### config.mk
export PLATFORM = sky130hd
export DESIGN_NAME = uart_baud_tick_gen
export DESIGN_NICKNAME = d
export VERILOG_FILES = /design/src/rtl/uart_pkg.sv /design/src/rtl/uart_frac_divider.sv /design/src/rtl/uart_baud_tick_gen.sv
export SDC_FILE = /design/constraint.sdc
export NUM_CORES = 1
export LEC_CHECK = 0
export ABC_AREA = 1
export CAP_MARGIN = 20
export CORE_UTILIZATION = 62
export DETAILED_ROUTE_END_ITERATION = 8
export GPL_TIMING_DRIVEN = 0
export PLACE_DENSITY_LB_ADDON = 0.25
export SLEW_MARGIN = 40
export SYNTH_ARGS = -nofsm -noshare
export SYNTH_HDL_FRONTEND = slang
export SYNTH_SLANG_ARGS = --single-unit
### constraint.sdc
create_clock -name clock -period 6.1 [get_ports clock]
set_input_delay 1.22 -clock clock [delete_from_list [all_inputs] [get_ports clock]]
set_output_delay 1.22 -clock clock [all_outputs]
set_load 0.02 [all_outputs]
### src/rtl/uart_pkg.sv
// Shared constants and divisor type for the UART baud-rate generator.
// Default widths and the post-reset divisor are collected here.
package uart_pkg;

    localparam int UART_DIV_W        = 16;
    localparam int UART_FRAC_W       = 4;
    localparam int UART_OVS          = 16;
    localparam int UART_DIV_RST_INT  = 27;
    localparam int UART_DIV_RST_FRAC = 2;

    typedef struct packed {
        logic [UART_DIV_W-1:0]  int_part;
        logic [UART_FRAC_W-1:0] frac_part;
    } baud_div_t;

    localparam baud_div_t UART_DIV_DEFAULT = '{
        int_part:  UART_DIV_W'(UART_DIV_RST_INT),
        frac_part: UART_FRAC_W'(UART_DIV_RST_FRAC)
    };

endpackage

### src/rtl/uart_frac_divider.sv
// Fractional clock divider: period counter plus phase accumulator producing the
// oversample tick, with double-buffered divisor so reloads never cut a period short.
module uart_frac_divider
    import uart_pkg::*;
#(
    parameter int DIV_W        = UART_DIV_W,
    parameter int FRAC_W       = UART_FRAC_W,
    parameter int DIV_RST_INT  = UART_DIV_RST_INT,
    parameter int DIV_RST_FRAC = UART_DIV_RST_FRAC
) (
    input  logic              clock,
    input  logic              reset,
    input  logic              enable_i,
    input  logic [DIV_W-1:0]  div_int_i,
    input  logic [FRAC_W-1:0] div_frac_i,
    input  logic              div_load_i,
    input  logic              sync_clear_i,
    output logic              tick_ovs_o,
    output logic              period_end_o
);

    typedef struct packed {
        logic [DIV_W-1:0]  int_part;
        logic [FRAC_W-1:0] frac_part;
    } div_pair_t;

    localparam div_pair_t DIV_RESET = '{
        int_part:  DIV_W'(DIV_RST_INT),
        frac_part: FRAC_W'(DIV_RST_FRAC)
    };

    logic [DIV_W-1:0]  cnt_q, cnt_d;
    logic [FRAC_W-1:0] acc_q, acc_d;
    div_pair_t         active_q, active_d;
    div_pair_t         pend_q, pend_d;
    logic              pending_q, pending_d;
    logic              tick_q, tick_d;

    div_pair_t         load_val;
    logic [DIV_W-1:0]  eff_int;
    logic [FRAC_W:0]   acc_sum;
    logic              carry;
    logic [DIV_W-1:0]  last_cnt;
    logic              at_last;

    // The carry of this period's accumulator step stretches the period by one clock.
    always_comb begin
        load_val = '{int_part: div_int_i, frac_part: div_frac_i};
        eff_int  = (active_q.int_part == '0) ? DIV_W'(1) : active_q.int_part;
        acc_sum  = {1'b0, acc_q} + {1'b0, active_q.frac_part};
        carry    = acc_sum[FRAC_W];
        last_cnt = eff_int - DIV_W'(1) + DIV_W'(carry);
        at_last  = (cnt_q >= last_cnt);
    end

    assign period_end_o = enable_i && !sync_clear_i && at_last;

    always_comb begin
        cnt_d     = cnt_q;
        acc_d     = acc_q;
        active_d  = active_q;
        pend_d    = pend_q;
        pending_d = pending_q;
        tick_d    = 1'b0;

        if (sync_clear_i) begin
            cnt_d     = '0;
            acc_d     = '0;
            pending_d = 1'b0;
            if (div_load_i) begin
                active_d = load_val;
            end else if (pending_q) begin
                active_d = pend_q;
            end
        end else if (!enable_i) begin
            // While idle there is no running period to protect, so a load takes effect at once.
            if (div_load_i) begin
                active_d  = load_val;
                pending_d = 1'b0;
            end
        end else if (at_last) begin
            cnt_d     = '0;
            acc_d     = acc_sum[FRAC_W-1:0];
            tick_d    = 1'b1;
            pending_d = 1'b0;
            if (div_load_i) begin
                active_d = load_val;
            end else if (pending_q) begin
                active_d = pend_q;
            end
        end else begin
            cnt_d = cnt_q + DIV_W'(1);
            if (div_load_i) begin
                pend_d    = load_val;
                pending_d = 1'b1;
            end
        end
    end

    always_ff @(posedge clock) begin
        if (reset) begin
            cnt_q     <= '0;
            acc_q     <= '0;
            active_q  <= DIV_RESET;
            pend_q    <= '0;
            pending_q <= 1'b0;
            tick_q    <= 1'b0;
        end else begin
            cnt_q     <= cnt_d;
            acc_q     <= acc_d;
            active_q  <= active_d;
            pend_q    <= pend_d;
            pending_q <= pending_d;
            tick_q    <= tick_d;
        end
    end

    assign tick_ovs_o = tick_q;

endmodule

### src/rtl/uart_baud_tick_gen.sv
// Baud tick generator: fractional oversample divider followed by a divide-by-OVS
// phase counter that marks bit boundaries and mid-bit sample points.
module uart_baud_tick_gen
    import uart_pkg::*;
#(
    parameter int DIV_W        = UART_DIV_W,
    parameter int FRAC_W       = UART_FRAC_W,
    parameter int OVS          = UART_OVS,
    parameter int DIV_RST_INT  = UART_DIV_RST_INT,
    parameter int DIV_RST_FRAC = UART_DIV_RST_FRAC
) (
    input  logic                    clock,
    input  logic                    reset,
    input  logic                    enable,
    input  logic [DIV_W-1:0]        div_int,
    input  logic [FRAC_W-1:0]       div_frac,
    input  logic                    div_load,
    input  logic                    sync_clear,
    output logic                    tick_ovs,
    output logic                    tick_mid,
    output logic                    tick_bit,
    output logic [$clog2(OVS)-1:0]  ovs_phase
);

    localparam int PH_W = $clog2(OVS);

    logic            period_end;
    logic [PH_W-1:0] ovs_cnt_q, ovs_cnt_d;
    logic [PH_W-1:0] ovs_next;
    logic            tick_bit_q, tick_bit_d;
    logic            tick_mid_q, tick_mid_d;

    uart_frac_divider #(
        .DIV_W        (DIV_W),
        .FRAC_W       (FRAC_W),
        .DIV_RST_INT  (DIV_RST_INT),
        .DIV_RST_FRAC (DIV_RST_FRAC)
    ) u_frac_divider (
        .clock        (clock),
        .reset        (reset),
        .enable_i     (enable),
        .div_int_i    (div_int),
        .div_frac_i   (div_frac),
        .div_load_i   (div_load),
        .sync_clear_i (sync_clear),
        .tick_ovs_o   (tick_ovs),
        .period_end_o (period_end)
    );

    // Bit and mid ticks are decoded from the phase the counter is about to enter,
    // so they line up with the oversample tick registered on the same edge.
    always_comb begin
        ovs_next   = (ovs_cnt_q == PH_W'(OVS - 1)) ? '0 : ovs_cnt_q + PH_W'(1);
        ovs_cnt_d  = ovs_cnt_q;
        tick_bit_d = 1'b0;
        tick_mid_d = 1'b0;
        if (sync_clear) begin
            ovs_cnt_d = '0;
        end else if (period_end) begin
            ovs_cnt_d  = ovs_next;
            tick_bit_d = (ovs_next == PH_W'(OVS - 1));
            tick_mid_d = (ovs_next == PH_W'(OVS / 2 - 1));
        end
    end

    always_ff @(posedge clock) begin
        if (reset) begin
            ovs_cnt_q  <= '0;
            tick_bit_q <= 1'b0;
            tick_mid_q <= 1'b0;
        end else begin
            ovs_cnt_q  <= ovs_cnt_d;
            tick_bit_q <= tick_bit_d;
            tick_mid_q <= tick_mid_d;
        end
    end

    assign ovs_phase = ovs_cnt_q;
    assign tick_bit  = tick_bit_q;
    assign tick_mid  = tick_mid_q;

endmodule

== After elaboration in Yosys (flattened, before gate mapping) ==
Index checks and enable logic that the tools add are counted.

* Register bits: 68
* Latch bits: 0
* Memory bits (writable): 0
* Bits in read-only memories: 0
* Input bits: 25
* Output and inout port bits: 7
* Logic and storage cells: 53
* Memories: 0

* Add/subtract/negate cells: 5
* Multiply operators: 0
* Div/mod/pow operators: 0
* Order comparisons: 1
* Equal/unequal tests: 4
* Shift-type cells: 0
* Mux-type cells: 14
* Bitwise logic cells: 4
* Reductions and logical operators: 14

{| class="wikitable"
|+ Operator list
! operator !! count
|-
| $mux W20 || 6
|-
| $mux W16 || 2
|-
| $add A16 B1 Y16 || 1
|-
| $add A16 B1 Y16 const B || 1
|-
| $ge A16 B16 Y1 || 1
|-
| $logic_not A16 Y1 || 1
|-
| $sub A16 B1 Y16 const B || 1
|-
| $eq A4 B4 Y1 const B || 2
|-
| $reduce_and A2 Y1 || 3
|-
| $reduce_or A3 Y1 || 2
|-
| $add A4 B4 Y5 || 1
|-
| $mux W1 || 5
|-
| $add A4 B1 Y4 const B || 1
|-
| $eq A4 B3 Y1 const B || 1
|-
| $mux W4 || 1
|-
| $not A1 Y1 || 4
|-
| $reduce_and A4 Y1 || 1
|-
| $reduce_bool A2 Y1 || 2
|-
| $ne A3 B1 Y1 const B || 1
|-
| $reduce_bool A3 Y1 || 1
|-
| $logic_and A1 B1 Y1 || 2
|-
| $reduce_or A2 Y1 || 1
|-
| $logic_not A1 Y1 || 1
|}

== Logic depth before layout (Yosys ltp) ==
* Depth after elaboration: 8
* Mapped depth: 23
* Mapped depth without buffers: 23

== By module ==
From an unflattened synthesis, not the netlist that was laid out.

* Cells, all modules: 602
* Area total of the unflattened synthesis: 4,053.9 um2

{| class="wikitable"
|+ Modules (own cells, without submodules)
! module !! times used !! cells each !! area each (um2) !! sequential area each (um2)
|-
| uart_frac_divider || 1 || 565 || 3,773.6 || 1,241.2
|-
| uart_baud_tick_gen || 1 || 37 || 280.3 || 120.1
|}

== Worst setup path before layout ==
Ideal clock, no wire load.

* Path kind: register -> register
* From: register u_frac_divider.active_q[0] in the netlist's numbering
* To: register u_frac_divider.cnt_q[12]
* Arrival time: 3.213 ns
* Path slack: 2.770 ns
* Cell stages (with the launch flop): 22
* Buffers on the path: 1
* Cells stage by stage: dfxtp_1 -> ha_1 -> inv_1 -> fa_1 -> o21ai_0 -> a21oi_1 -> ha_1 -> ha_1 -> nand2_1 -> nor3_4 -> nand3_1 -> nor3_1 -> xnor2_1 -> ha_1 -> nand4_1 -> a21oi_1 -> nor2_4 -> nand2_4 -> nand2_4 -> nand2_4 -> buf_6 -> nor2_2

* Word-level cells in the longest chain between the ends: 4

{| class="wikitable"
|+ RTL lines
! what !! line !! source
|-
| from (decl) || uart_frac_divider.sv:34 || <nowiki>div_pair_t active_q, active_d;</nowiki>
|-
| from (signal assigned) || uart_frac_divider.sv:111 || <nowiki>active_q <= active_d;</nowiki>
|-
| $add A4 B4 Y5 || uart_frac_divider.sv:50 || <nowiki>acc_sum = {1'b0, acc_q} + {1'b0, active_q.frac_part};</nowiki>
|-
| $add A16 B1 Y16 || uart_frac_divider.sv:52 || <nowiki>last_cnt = eff_int - DIV_W'(1) + DIV_W'(carry);</nowiki>
|-
| $ge A16 B16 Y1 || uart_frac_divider.sv:53 || <nowiki>at_last = (cnt_q >= last_cnt);</nowiki>
|-
| $mux W16 || uart_frac_divider.sv:81 || <nowiki>end else if (at_last) begin</nowiki>
|-
| to (signal assigned) || uart_frac_divider.sv:109 || <nowiki>cnt_q <= cnt_d;</nowiki>
|-
| to (decl) || uart_frac_divider.sv:32 || <nowiki>logic [DIV_W-1:0] cnt_q, cnt_d;</nowiki>
|}

Every way passes these cells.
A chain may end at the register's enable or synchronous reset.

== Worst setup path after layout ==
* From: register u_frac_divider.active_q[0] in the netlist's numbering
* To: register u_frac_divider.active_q[14] in the netlist's numbering

* Word-level cells in the longest chain between the ends: 5

{| class="wikitable"
|+ RTL lines
! what !! line
|-
| $add A4 B4 Y5 || uart_frac_divider.sv:50
|-
| $add A16 B1 Y16 || uart_frac_divider.sv:52
|-
| $ge A16 B16 Y1 || uart_frac_divider.sv:53
|-
| $ne A3 B1 Y1 (no source line) || --
|-
| $reduce_and A2 Y1 (no source line) || --
|}

Every way passes these cells.

==> results_dict.tcl <==
set metrics [dict create \
    hold_end "u_frac_divider.pend_q[18]" \
    clk_path_buf_depth 2 \
    die_h_um 84.0 \
    avgSynthCellArea_sq_um 6.92 \
    synth_cell_types 35 \
    worstSetupPathType "reg -> reg" \
    place_area_sq_um 4560 \
    seq_area_sq_um 1360 \
    mostFrequentLayoutCell "nand2_1" \
    fin_setup_tns_ns 0 \
    yosys_warnings 0 \
    grt_pass1_vias 3858 \
    worstSkewPairLatency_ns 0.35 \
    via_per_inst 5.50 \
    finalClockSkew_ns 0.00815 \
    ios 32 \
    layout_common_cells "144 x nand2_1, 81 x nor2_1, 68 x dfxtp_1" \
    synth-seq-cells 68 \
    antenna_found_initial 0 \
    p_leak_uw 0.00211 \
    hold_class "reg -> reg" \
    crit_fanout 10 \
    ys_seq_area_share_pct 32.7 \
    n_antenna_cell 0 \
    slew_violations 0 \
    grt_pass1_wl_um 17200 \
    vdd_drop_max_v 0.000201 \
    rr_startpoint "u_frac_divider.active_q[0]" \
    post-dp-hpwl_um 7400 \
    first_iter_violations 253 \
    drt_pre_antenna_iters 6 \
    port-buffer-count 30 \
    fmax_ghz 0.247 \
    stdcell_area_sq_um 4790 \
    power_density_nw_per_um2 225 \
    crit_required_ns 6.35 \
    cts_resized 0 \
    rr_worst_depth 21 \
    gp_congestion 0.919 \
    cts.sinks 68 \
    final_util_pct 74.6 \
    cap_violations 0 \
    slowest_stage "dfxtp_1" \
    nets 694 \
    crit_path_start_kind "register" \
    hold_violations 0 \
    hp-start "u_frac_divider.pend_q[18]" \
    die_area_sq_um 7050 \
    rsz0062_at_grt "no" \
    syn_area_sq_um 4170 \
    drt-total-wl_um 9880 \
    crit_family "adder cells" \
    timing.rr.end "u_frac_divider.active_q[14]" \
    clk_pin_slew_worst_paths_ns 0.08 \
    outcome "complete, no violations" \
    core_sq_um 6420 \
    fill_cells 498 \
    chipWidth_um 84.0 \
    syn_inst 602 \
    start_util_pct 64.9 \
    drive_gt1_share_pct 10.0 \
    post-route-drc-count 0 \
    critPathCaptureType "register" \
    grt-ovfl-total 0 \
    areaGrowthSynthToFinish_pct 14.9 \
    relSlewSlack_pct 57.7 \
    syn_nets 653 \
    htree_levels 3 \
    via_count 3986 \
    multiInputGateArea_sq_um 2430 \
    hold_depth 2 \
    post_cts_buffers 0 \
    setup_viol 0 \
    clockRootBuffer "clkbuf_8" \
    cts_tree "done" \
    reg2reg_slack_ns 2.05 \
    critPathBufInv 3 \
    std_cell_rows 29 \
    tightest_slew_ns 0.635 \
    min_period_over_period_pct 66.4 \
    cpPeakStageDelay_ns 0.41 \
    fin_crit_ns 4.05 \
    wl_per_cell_um 13.6 \
    grt_start_max_net_pins 14 \
    grtUsageTotal_pct 30.4 \
    cts_buffers 9 \
    crit_top_cell "ha_1" \
    hold_buffers 0 \
    crit_arrival_ns 4.30 \
    path_cells "ha_1, inv_1, fa_1, o21ai_0, a21oi_1, ha_1, ha_1, nand2_1, nor3_4, nand3_1, xor2_1, ha_1, nand2_1, inv_1, nand2_1, a21oi_1, nor2_4, nand3_4, buf_2, a21oi_1, nor2_1" \
    postRouteAntennaNets 0 \
]
report_power, final:
part	switching (uW)	total (uW)	internal, uW
clock network	187	419	232
logic	97.8	168	70.7
registers	25.8	490	465
cell type report:
type / instances / share of cell area [%]
Buffer: 25 / 3.16
Clock buffer: 9 / 2.59
Clock inverter: 7 / 2.12
Inverter: 59 / 4.62
Multi-Input combinational cell: 450 / 50.8
Sequential cell: 68 / 28.4
Tap cell: 77 / 2.01
Timing Repair Buffer: 30 / 6.27
synthesized netlist by cell type, drive strengths merged:
cell / instances / area [sq um]
a21oi: 35 / 179
a41oi: 1 / 8.76
buf: 13 / 105
clkbuf: 12 / 46.3
dfxtp: 68 / 1360
fa: 1 / 20.0
ha: 25 / 313
inv: 59 / 221
nand2: 151 / 604
nand3: 41 / 235
nand3b: 3 / 22.5
nand4: 6 / 37.5
nor2: 98 / 425
nor3: 9 / 72.6
nor4: 2 / 18.8
o211ai: 6 / 45.0
o21ai: 47 / 235
or2: 1 / 6.26
xnor2: 8 / 70.1
xor2: 16 / 140
metal layers:
layer / global-route usage (%) / vias to the layer above / wire [um]
met3: 5.54 / 23 / 529
met2: 51.9 / 127 / 4800
met4: 11.8 / 0 / 235
met5: 0 / - / 0
met1: 38.0 / 1821 / 4320
li1: - / 2015 / -
worst reg2reg max path: stages (launching register included):
cell,delay (ns)
dfxtp_1,0.41
ha_1,0.19
inv_1,0.06
fa_1,0.39
o21ai_0,0.25
a21oi_1,0.14
ha_1,0.26
ha_1,0.22
nand2_1,0.15
nor3_4,0.07
nand3_1,0.13
xor2_1,0.19
ha_1,0.25
nand2_1,0.08
inv_1,0.06
nand2_1,0.07
a21oi_1,0.09
nor2_4,0.26
nand3_4,0.21
buf_2,0.24
a21oi_1,0.16
nor2_1,0.06
state kept, by name, summed over array words and instances, names as in the netlist:
| signal | count |
|---|---|
| u_frac_divider.pending_q | 1 |
| u_frac_divider.tick_ovs_o | 1 |
| tick_mid | 1 |
| u_frac_divider.active_q | 20 |
| u_frac_divider.pend_q | 20 |
| u_frac_divider.cnt_q | 16 |
| ovs_phase | 4 |
| tick_bit | 1 |
| u_frac_divider.acc_q | 4 |
kinds of logic after synthesis:
| kind of cell | Yosys count | synth area share (%) |
|---|---|---|
| flip-flops | 68 | 32.7 |
| AO/OA/AOI/OAI | 89 | 11.2 |
| AND/OR/NAND/NOR | 311 | 34.1 |
| XOR/XNOR | 24 | 5.04 |
| buffers and inverters | 84 | 8.95 |
| adder cells (fa/ha/maj) | 26 | 7.99 |
metrics by stage:
step	instances	total power (uW)	hold WS, ns	setup WS, ns
6_report	725	1080	0.479	2.05
5_1_grt	725	1120	0.493	1.71
4_1_cts	725	1080	0.469	2.06
3_5_place_dp	709	664	0.456	2.20
3_3_place_gp	709	657	0.446	2.29
2_1_floorplan	602	610	0.433	2.77
worst max path at each step:
stage | endpoint | depth (start not counted) | start
5_1_grt | u_frac_divider.active_q[15] | 20 | u_frac_divider.active_q[0]
2_1_floorplan | u_frac_divider.cnt_q[12] | 21 | u_frac_divider.active_q[0]
6_report | u_frac_divider.active_q[14] | 21 | u_frac_divider.active_q[0]
4_1_cts | u_frac_divider.active_q[14] | 21 | u_frac_divider.active_q[0]
3_5_place_dp | u_frac_divider.active_q[14] | 20 | u_frac_divider.active_q[0]
3_3_place_gp | u_frac_divider.cnt_q[12] | 21 | u_frac_divider.active_q[0]
Note: power is estimated with default switching activity, not from simulation.
==> variant, RTL diff (config.mk and constraints unchanged) <==
The output `tick_bit` loses its register stage (`tick_bit_q` becomes a continuous assignment).
--- a/src/rtl/uart_baud_tick_gen.sv
+++ b/src/rtl/uart_baud_tick_gen.sv
@@ -66,14 +66,14 @@
     always_ff @(posedge clock) begin
         if (reset) begin
             ovs_cnt_q  <= '0;
-            tick_bit_q <= 1'b0;
             tick_mid_q <= 1'b0;
         end else begin
             ovs_cnt_q  <= ovs_cnt_d;
-            tick_bit_q <= tick_bit_d;
             tick_mid_q <= tick_mid_d;
         end
     end
+
+    assign tick_bit_q = tick_bit_d;
 
     assign ovs_phase = ovs_cnt_q;
     assign tick_bit  = tick_bit_q;
Formal check against the unedited RTL: no difference found for any inputs over 4 cycles, from zero or initial values and one cycle with reset high; that may be too few to reach the edited logic, so the function may still have changed.
==> variant against the original RTL <==
Cell area shrank 1.9%; clock skew shrank 0.0014 ns; highest routed layer unchanged; total power shrank 7.4%; setup slack lost 1.5 ns; sequential cell count shrank 1; area after synthesis shrank 0.84%; sequential share of layout area grew 0.11 points; routed wire length is essentially flat; largest power group unchanged.
==> variant: results (changes against the original RTL) <==
| Metric | Value |
|---|---|
| Clk_skew | 0.00674 ns (was 0.00815 ns) |
| Routed vias/inst | 5.56 (was 5.50) |
| Synth unique cells | 38 (was 35) |
| Status | finished, final reports clean (unchanged) |
| Non-Clock Buffer Count | 52 (was 55) |
| Clk_buf instances | 13 (was 9) |
| Worst slew pin tran | 0.557 ns (was 0.635 ns) |
| FILL cells | 502 (was 498) |
| Setup WS pre-CTS | 0.622 ns (was 2.20 ns) |
| CP arrival | 4.29 ns (was 4.30 ns) |
| Non-clock inverter count | 58 (was 59) |
| HPWL Detailed | 7320 um (was 7400 um) |
| Slowest stage delay, CP | 0.35 ns (was 0.41 ns) |
| Clock-cell share | 3.81% (was 4.70%) |
| Hold WS | 0.471 ns (was 0.479 ns) |
| Worst setup path endpoint | tick_bit (was u_frac_divider.active_q[14]) |
| Cells after DPL | 702 (was 709) |
| Core area | 6390 um^2 (was 6420 um^2) |
| Fraction of area in registers | 28.5% (was 28.4%) |
| Syn_nets | 647 (was 653) |
| Main area contributors after synthesis | dfxtp_1 (32%), nand2_1 (13%), ha_1 (7.6%), nor2_1 (6.9%), inv_1 (5.0%) (was dfxtp_1 (33%), nand2_1 (13%), ha_1 (7.5%), nor2_1 (7.3%), o21ai_0 (5.5%)) |
| Reg2reg end | u_frac_divider.cnt_q[12] (was u_frac_divider.active_q[14]) |
| Buffer share of cell area | 8.92% (was 9.43%) |
| Met2 Usage GRT | 50.3% (was 51.9%) |
| Met1 usage | 35.2% (was 38.0%) |
| Crit-path leading delay family | simple AND/OR/NAND/NOR gates (was adder cells) |
| Routed len/inst | 13.8 um (was 13.6 um) |
| RePlAce Congestion | 0.886 (was 0.919) |
| Power Density | 212 nW/um^2 (was 225 nW/um^2) |
| Layout cell share with drive strength beyond 1 | 10.0% (about the same) |
| Hold Path End | u_frac_divider.pend_q[16] (was u_frac_divider.pend_q[18]) |
| Static Leak | 2.08 nW (was 2.11 nW) |
| Worst vdd ir | 0.167 mV (was 0.201 mV) |
| Number of port buffers | 29 (was 30) |
| First-pass GRT wire length | 16,500 um (was 17,200 um) |
| M3 GR Usage | 5.24% (was 5.54%) |
## variant: metal layers
metal	routed length [um]	part of all wire, %
met2	4710	48
met1	4220	43
met3	701	7.1
met5	0	0
met4	252	2.6
## variant: power breakdown
part / leakage [nW] / switching [W] / total (W) / internal (W)
Combinational: 1.43 / 0.0000989 / 0.000168 / 0.0000696
Sequential: 0.548 / 0.0000232 / 0.000481 / 0.000458
Clock: 0.0953 / 0.000171 / 0.000349 / 0.000178
## variant: logic make-up (layout without fill, tap and decap cells)
kind of cell | Yosys count | after routing | share of synthesized area, %
XOR/XNOR | 24 | 24 | 5.09
AND/OR/NAND/NOR | 309 | 309 | 34.3
AO/OA/AOI/OAI | 89 | 89 | 11.7
adder cells (fa/ha/maj) | 26 | 26 | 8.05
flip-flops | 67 | 67 | 32.5
buffers and inverters | 81 | 125 | 8.39
